**src/rtl/crc8_pkg.sv**
```systemverilog
// crc8_pkg: CRC-8 (poly 0x07, init 0x00, MSB-first) parameters and byte-wide update shared by generator and checker
package crc8_pkg;
  localparam int CRC_W = 8;
  localparam logic [CRC_W-1:0] CRC_POLY = 8'h07;
  localparam logic [CRC_W-1:0] CRC_INIT = 8'h00;
  typedef logic [CRC_W-1:0] crc_t;
  function automatic crc_t crc8_update(input crc_t crc, input logic [7:0] data);
    crc_t c;
    c = crc ^ data;
    for (int i = 0; i < 8; i++) c = c[CRC_W-1] ? (c << 1) ^ CRC_POLY : c << 1;
    return c;
  endfunction
endpackage

```
**src/rtl/crc_chk.sv**
```systemverilog
// crc_chk: runs the CRC over the channel stream and flags the frame good when the residue is zero at window end
// ports: clk, reset (async, active-low), data_out, data_read2 (check window) -> data_crc_out2 (residue), valid
module crc_chk
  import crc8_pkg::*;
(
  input  logic       clk,
  input  logic       reset,
  input  logic [7:0] data_out,
  input  logic       data_read2,
  output logic [7:0] data_crc_out2,
  output logic       valid
);
  crc_t r_res;
  logic r_prev;
  logic r_valid;
  always_ff @(posedge clk or negedge reset)
    if (!reset) begin
      r_res   <= CRC_INIT;
      r_prev  <= 1'b0;
      r_valid <= 1'b0;
    end else begin
      r_prev  <= data_read2;
      r_res   <= data_read2 ? crc8_update(r_res, data_out) : CRC_INIT;
      r_valid <= data_read2 ? 1'b0 : (r_prev ? (r_res == '0) : r_valid);
    end
  assign data_crc_out2 = r_res;
  assign valid         = r_valid;
endmodule

```
**src/rtl/crc_gen.sv**
```systemverilog
// crc_gen: forwards payload bytes one cycle late, then emits the frame CRC with a one-cycle data_ready pulse
// ports: clk, reset (async, active-low), data_in, data_read1 (frame enable) -> data_crc_out, data_ready
module crc_gen
  import crc8_pkg::*;
(
  input  logic       clk,
  input  logic       reset,
  input  logic [7:0] data_in,
  input  logic       data_read1,
  output logic [7:0] data_crc_out,
  output logic       data_ready
);
  crc_t       r_crc;
  logic       r_prev;
  logic [7:0] r_out;
  logic       r_rdy;
  always_ff @(posedge clk or negedge reset)
    if (!reset) begin
      r_crc  <= CRC_INIT;
      r_prev <= 1'b0;
      r_out  <= 8'h00;
      r_rdy  <= 1'b0;
    end else begin
      r_prev <= data_read1;
      r_crc  <= data_read1 ? crc8_update(r_crc, data_in) : CRC_INIT;
      r_out  <= data_read1 ? data_in : (r_prev ? r_crc : 8'h00);
      r_rdy  <= !data_read1 && r_prev;
    end
  assign data_crc_out = r_out;
  assign data_ready   = r_rdy;
endmodule

```
**src/rtl/error_inj.sv**
```systemverilog
// error_inj: registers the generator stream, flipping bit 0 of each byte while error is set
// ports: clk, reset (async, active-low), data_crc_out, error -> data_out
module error_inj (
  input  logic       clk,
  input  logic       reset,
  input  logic [7:0] data_crc_out,
  input  logic       error,
  output logic [7:0] data_out
);
  logic [7:0] r_out;
  always_ff @(posedge clk or negedge reset)
    if (!reset) r_out <= 8'h00;
    else        r_out <= data_crc_out ^ {7'b0, error};
  assign data_out = r_out;
endmodule

```
**src/rtl/crc8_link.sv**
```systemverilog
// crc8_link: CRC-8 generator -> error injector -> checker link, two cycles source to checker
// ports: clk, reset (async, active-low), data_in, data_read1, data_read2, error
//        -> data_crc_out, data_ready, data_out, data_crc_out2, valid
module crc8_link (
  input  logic       clk,
  input  logic       reset,
  input  logic [7:0] data_in,
  input  logic       data_read1,
  input  logic       data_read2,
  input  logic       error,
  output logic [7:0] data_crc_out,
  output logic       data_ready,
  output logic [7:0] data_out,
  output logic [7:0] data_crc_out2,
  output logic       valid
);
  logic [7:0] w_dco;
  logic [7:0] w_dout;
  crc_gen u_gen (
    .clk          (clk),
    .reset        (reset),
    .data_in      (data_in),
    .data_read1   (data_read1),
    .data_crc_out (w_dco),
    .data_ready   (data_ready)
  );
  error_inj u_inj (
    .clk          (clk),
    .reset        (reset),
    .data_crc_out (w_dco),
    .error        (error),
    .data_out     (w_dout)
  );
  crc_chk u_chk (
    .clk           (clk),
    .reset         (reset),
    .data_out      (w_dout),
    .data_read2    (data_read2),
    .data_crc_out2 (data_crc_out2),
    .valid         (valid)
  );
  assign data_crc_out = w_dco;
  assign data_out     = w_dout;
endmodule

```
**config.mk**
```make
export PLATFORM = sky130hd
export DESIGN_NAME = crc8_link
export DESIGN_NICKNAME = d
export VERILOG_FILES = /design/src/rtl/crc8_pkg.sv /design/src/rtl/crc_chk.sv /design/src/rtl/crc_gen.sv /design/src/rtl/error_inj.sv /design/src/rtl/crc8_link.sv
export SDC_FILE = /design/constraint.sdc
export NUM_CORES = 1
export LEC_CHECK = 0
export ABC_AREA = 0
export CELL_PAD_IN_SITES_DETAIL_PLACEMENT = 1
export CELL_PAD_IN_SITES_GLOBAL_PLACEMENT = 1
export CORE_MARGIN = 4
export CORE_UTILIZATION = 38
export CTS_CLUSTER_DIAMETER = 40
export DETAILED_ROUTE_END_ITERATION = 16
export PLACE_DENSITY_LB_ADDON = 0.05
export REMOVE_ABC_BUFFERS = 1
export SLEW_MARGIN = 20
export SYNTH_ARGS = -nofsm -noshare
export SYNTH_HDL_FRONTEND = slang
export SYNTH_SLANG_ARGS = --single-unit
```
**constraint.sdc**
```tcl
create_clock -name clk -period 1.9 [get_ports clk]
set_clock_uncertainty 0.15 [all_clocks]
set_input_delay 0.38 -clock clk [delete_from_list [all_inputs] [get_ports clk]]
set_output_delay 0.38 -clock clk [all_outputs]
set_load 0.1 [all_outputs]
```
# Word level (Yosys, flattened, before mapping)
# Index checks and enable logic that the tools add are counted.
[totals] out_inout_bits=26 regBits=36
[op_classes] n_reduce_logical=4 muxes=22 bitwise_logic=19
[ops] operator="3-bit two-way mux" n=16
[ops] operator="3-bit NOT" n=16
[ops] operator="8-bit two-way mux" n=4
[ops] operator="8-bit bitwise XOR" n=2
[ops] operator="8-bit zero test" n=1
[ops] operator="8-bit by 1-bit bitwise XOR with 8-bit output" n=1
[ops] operator="1-bit two-way mux" n=2
[ops] operator="2-bit nonzero test" n=1
[ops] operator="1-bit logical AND" n=1
[ops] operator="1-bit zero test" n=1

# Longest topological paths before layout
[logic_depth] ltp_word=18 mapped_depth=4

# Hierarchy
# A second synthesis with hierarchy kept.
[unflattened] cells_unflattened=125 hier_area_um2=1597.8
[by_module_without_submodules] mod="crc_gen" n_inst=1 area_each_um2=829.5 cells_per_inst=71
[by_module_without_submodules] mod="crc_chk" n_inst=1 area_each_um2=559.3 cells_per_inst=45
[by_module_without_submodules] mod="error_inj" n_inst=1 area_each_um2=209.0 cells_per_inst=9

# Worst setup path after synthesis
# Ideal clock, no wire load.
[synth_timing] path_kind="reg-to-reg" startpoint="register u_chk.r_res[6], in the netlist u_chk.data_crc_out2[6]" endpoint="register u_chk.r_res[0], in the netlist u_chk.data_crc_out2[0]" synth_period_minus_slack_ps=1973 path_slack_ps=-73 path_stages_with_launch=5 t_arrival_ps=1704 setup_ps=119 cell_sequence="dfrtp_1 -> xnor2_2 -> xnor2_2 -> xnor2_1 -> and2_1"
[synth_via] elab_chain_cells=4
[synth_lines] item="start, declared" line_no="crc_chk.sv:13" text="crc_t r_res;"
[synth_lines] item="start signal, assigned" line_no="crc_chk.sv:23" text="r_res <= data_read2 ? crc8_update(r_res, data_out) : CRC_INIT;"
[synth_lines] item="8-bit bitwise XOR" line_no="crc8_pkg.sv:9" text="c = crc ^ data;"
[synth_lines] item="3-bit two-way mux (2 in a row)" line_no="crc8_pkg.sv:10" text="for (int i = 0; i < 8; i++) c = c[CRC_W-1] ? (c << 1) ^ CRC_POLY : c << 1;"
[synth_lines] item="8-bit two-way mux" line_no="crc_chk.sv:23"
# No other way between the ends.
# A chain may end at the register's enable or synchronous reset.

# Final worst setup path
[layout_timing] startpoint="input data_in[1]" endpoint="register u_gen.r_crc[2]"
[layout_via] elab_chain_cells=7
[layout_lines] item="start, declared" line_no="crc8_link.sv:7" text="input logic [7:0] data_in,"
[layout_lines] item="8-bit bitwise XOR *" line_no="crc8_pkg.sv:9"
[layout_lines] item="3-bit NOT (no source line)"
[layout_lines] item="3-bit two-way mux * (2 in a row)" line_no="crc8_pkg.sv:10"
[layout_lines] item="3-bit NOT (no source line)"
[layout_lines] item="3-bit two-way mux *" line_no="crc8_pkg.sv:10"
[layout_lines] item="8-bit two-way mux *" line_no="crc_gen.sv:25" text="r_crc <= data_read1 ? crc8_update(r_crc, data_in) : CRC_INIT;"
[layout_lines] item="end signal, assigned" line_no="crc_gen.sv:25"
[layout_lines] item="end, declared" line_no="crc_gen.sv:13" text="crc_t r_crc;"
# Mark *: on every way between the ends. The rest lies on a longest branch, timed or not.

==> metrics.log <==
INFO  metric fillerInstances = 385
INFO  metric power_per_cell_area = around 1900 mW/mm²
INFO  metric run_status = completed
INFO  metric yosys_most_used_dff = dfrtp_1
INFO  metric timing_hold_violations_final = 0
INFO  metric post-route-drc-count = 0
INFO  metric clkSlewWorstSetupHoldPaths = around 0.070 ns
INFO  metric period_needed = 1.74 ns
INFO  metric grt_usage = 0.148
INFO  metric dr.max_layer_used = met4
INFO  metric synth.yosys.seq_area_share = 0.577
INFO  metric die_width = 72.1 µm
INFO  metric grt_antenna_before_repair = 0
INFO  metric vias = 1015
INFO  metric ios = 39
INFO  metric crit_path_max_fanout = 2
INFO  metric grt_overflow = 0
INFO  metric area_fraction_of_the_dominant_cell_type_after_synthesis = 0.577
INFO  metric start_util = 0.393
INFO  metric critical_path.cell_chain = clkdlybuf4s50_1, xnor2_1, buf_4, xnor2_1, xnor3_1, nor2b_1
INFO  metric setup_repair_after_global_routing_missed_its_margin = false
INFO  metric post-layout-total-power = 0.00455 W
INFO  metric post_cts_hold_buffer_count = 0
INFO  metric synthesis.yosys.warnings = 0
INFO  metric nNetsFinal = around 180
INFO  metric post_drt_via_cell_ratio = 4.63
INFO  metric met2RoutedLength = 2120 µm
INFO  metric fin_setup_tns = 0 ns
INFO  metric commonest_cells_after_routing_fill_and_taps_aside = dfrtp_1 (36), xnor2_1 (30), buf_12 (26)
INFO  metric numCtsBuffers = 5
INFO  metric critPathMostFrequentCell = xnor2_1
INFO  metric worstSetupPathType = input pin to register
INFO  metric placement.io_buffers = 38
INFO  metric cts.sink_count = 36
INFO  metric drtAntennaViolNets = 0
INFO  metric pin_count_of_the_biggest_net_entering_global_routing = 37
INFO  metric critical_path.endpoint_type = register
INFO  metric cp_data_arrival_time = around 1.8 ns
INFO  metric worst_path_max_delay_cell = clkdlybuf4s50_1
INFO  metric ys_seq_elements = 36
INFO  metric wire_length_of_the_first_global_routing_pass = 5800 µm
INFO  metric die_h = 72.1 µm
INFO  metric synth.top_cells.by_area = dfrtp_1 (58%), xnor2_1 (17%), xor2_1 (4.5%), and2_1 (4.0%), a22o_1 (3.9%)
INFO  metric avgSynthCellArea = 13.5 µm²
INFO  metric worst_ir_drop_vdd = 0.000852 V
INFO  metric synth.largest_area_cell = dfrtp_1
INFO  metric dp_hpwl = between 2000 and 3000 µm
INFO  metric post_synth_num_cell_types = 17
INFO  metric timing.critical_path.slowest_cell_delay = 0.44 ns
INFO  metric max_freq = 0.576 GHz
INFO  metric max-clock-path-buffers = 2
INFO  metric cts_tree = done
INFO  metric synth_enable_flop_cells = 0
INFO  metric wirelength = 3500 µm
INFO  metric floorplan.core_area = 0.00397 mm²
INFO  metric area.growth.synth_to_final = 54.9%
INFO  metric timing_max_transition_violations_final = 0
INFO  metric cts-resized-gates = 0
INFO  metric cell_chosen_for_the_clock_root = clkbuf_8
INFO  metric worst_min_delay_path_class = register to register
INFO  metric crit_path_start_kind = input pin
INFO  metric period_share = 0.913
INFO  metric detail_route.wirelength.met1 = 1160 µm
INFO  metric relSlewSlack = 0.671
INFO  metric async_reset_ff_frac = 1.00
INFO  metric drtIter0Drc = 12
INFO  metric cts_max_level = 2
INFO  metric syn_area = about 0.0016 mm²
INFO  metric first_global_vias = around 1200
INFO  metric drive_above_1_share = 0.278
INFO  metric post-cts-setup-buffer-count = 0
INFO  metric max_cap_viol_count = 0
INFO  metric final-setup-viol-count = 0
INFO  metric met3WireLength = between 150 and 200 µm
INFO  metric layout_commonest_cell = dfrtp_1
INFO  metric detailedRoute.firstPassIterationCount = 4
INFO  metric netlist_instances = around 120
INFO  metric required_arrival_time_at_the_worst_endpoint = 1.96 ns
INFO  metric wire_per_inst = 16.0 µm
INFO  metric hold_slack = between 0.2 and 0.3 ns
INFO  metric floorplan.die_area = a little over 0.005 mm²
INFO  metric num_rows = 23
INFO  metric power.static_leakage = 1.05 nW
INFO  metric routabilityCongestion = between 0.7 and 0.8
INFO  metric worst_slew_pin_slew = 0.491 ns
INFO  metric antenna-diode-count = 0
INFO  metric clock_latency = 0.28 ns
## per-layer routing
layer / global-route usage / up-vias
met5: 0 / -
met4: 0.0376 / 0
met3: 0.0429 / 5
met2: 0.300 / 25
met1: 0.142 / 514
li1: - / 471
## area by class of cell
type                            instances  area [µm²]  share of cell area
Sequential cell                        36         901               0.373
Timing Repair Buffer                   48         716               0.296
Multi-Input combinational cell         76         644               0.267
Clock buffer                            8        90.1              0.0373
Tap cell                               50        62.6              0.0259
Inverter                                1        3.75             0.00155
## cell usage after synthesis, types with 2 or more instances
| library cell | number |
|---|---|
| and2_1 | 10 |
| xor2_2 | 3 |
| a22o_1 | 7 |
| xnor2_1 | 30 |
| nand2_1 | 2 |
| clkbuf_1 | 3 |
| dfrtp_1 | 36 |
| xnor2_2 | 2 |
| nor2b_1 | 7 |
| nor2_1 | 2 |
| xor2_1 | 8 |
## through the flow
step / cells / util / instance area (µm²) / worst slack, ns
6_report: 219 / 0.609 / 2420 / 0.165
3_3_place_gp: 211 / 0.586 / 2330 / -0.142
5_1_grt: 219 / 0.609 / 2420 / 0.106
4_1_cts: 219 / 0.609 / 2420 / 0.139
3_5_place_dp: 211 / 0.586 / 2330 / -0.148
2_1_floorplan: 113 / - / 1550 / -0.0732
## report_power, final
group | leakage [nW] | internal (W) | total (W) | switching (W)
sequential | 0.458 | 0.000966 | 0.00119 | 0.000224
combinational | 0.547 | 0.00124 | 0.00282 | 0.00158
clock | 0.0455 | 0.000295 | 0.000539 | 0.000243
## final timing paths
path,from,to,slack (ns),depth (start not counted)
min reg2reg,u_gen.data_crc_out[5]$_DFF_PN0_,u_inj.data_out[5]$_DFF_PN0_,0.28,0
max reg2reg,u_inj.data_out[3]$_DFF_PN0_,u_chk.data_crc_out2[3]$_DFF_PN0_,0.28,4
min in group asynchronous,reset,u_chk.data_crc_out2[0]$_DFF_PN0_,0.37,2
max in group asynchronous,reset,u_gen.r_crc[5]$_DFF_PN0_,0.90,2
max,data_in[1],u_gen.r_crc[2]$_DFF_PN0_,0.16,6
min,u_gen.data_crc_out[5]$_DFF_PN0_,u_inj.data_out[5]$_DFF_PN0_,0.28,0
## flip-flops by register name, indices dropped and copies added (netlist names)
register and cells:
u_chk.valid 1, u_gen.data_ready 1, u_chk.data_crc_out2 8, u_gen.data_crc_out 8, u_gen.r_prev 1, u_gen.r_crc 8, u_chk.r_prev 1, u_inj.data_out 8
## logic make-up (layout without fill, tap and decap cells)
| family | after synthesis | after routing | share of synthesized area |
|---|---|---|---|
| xor+xnor | 44 | 44 | 0.280 |
| flops | 36 | 36 | 0.577 |
| simple gates | 23 | 23 | 0.0850 |
| compound gates | 9 | 9 | 0.0481 |
| buf+inv | 4 | 57 | 0.00962 |
## critical path: cells and delay by family
kind / cells / cell delay (ns)
and+or+nand+nor: 1 / 0.11
buffers and inverters: 2 / 0.59
xor gates and xnor gates: 3 / 0.72
Power figures use the tool's default switching activity.
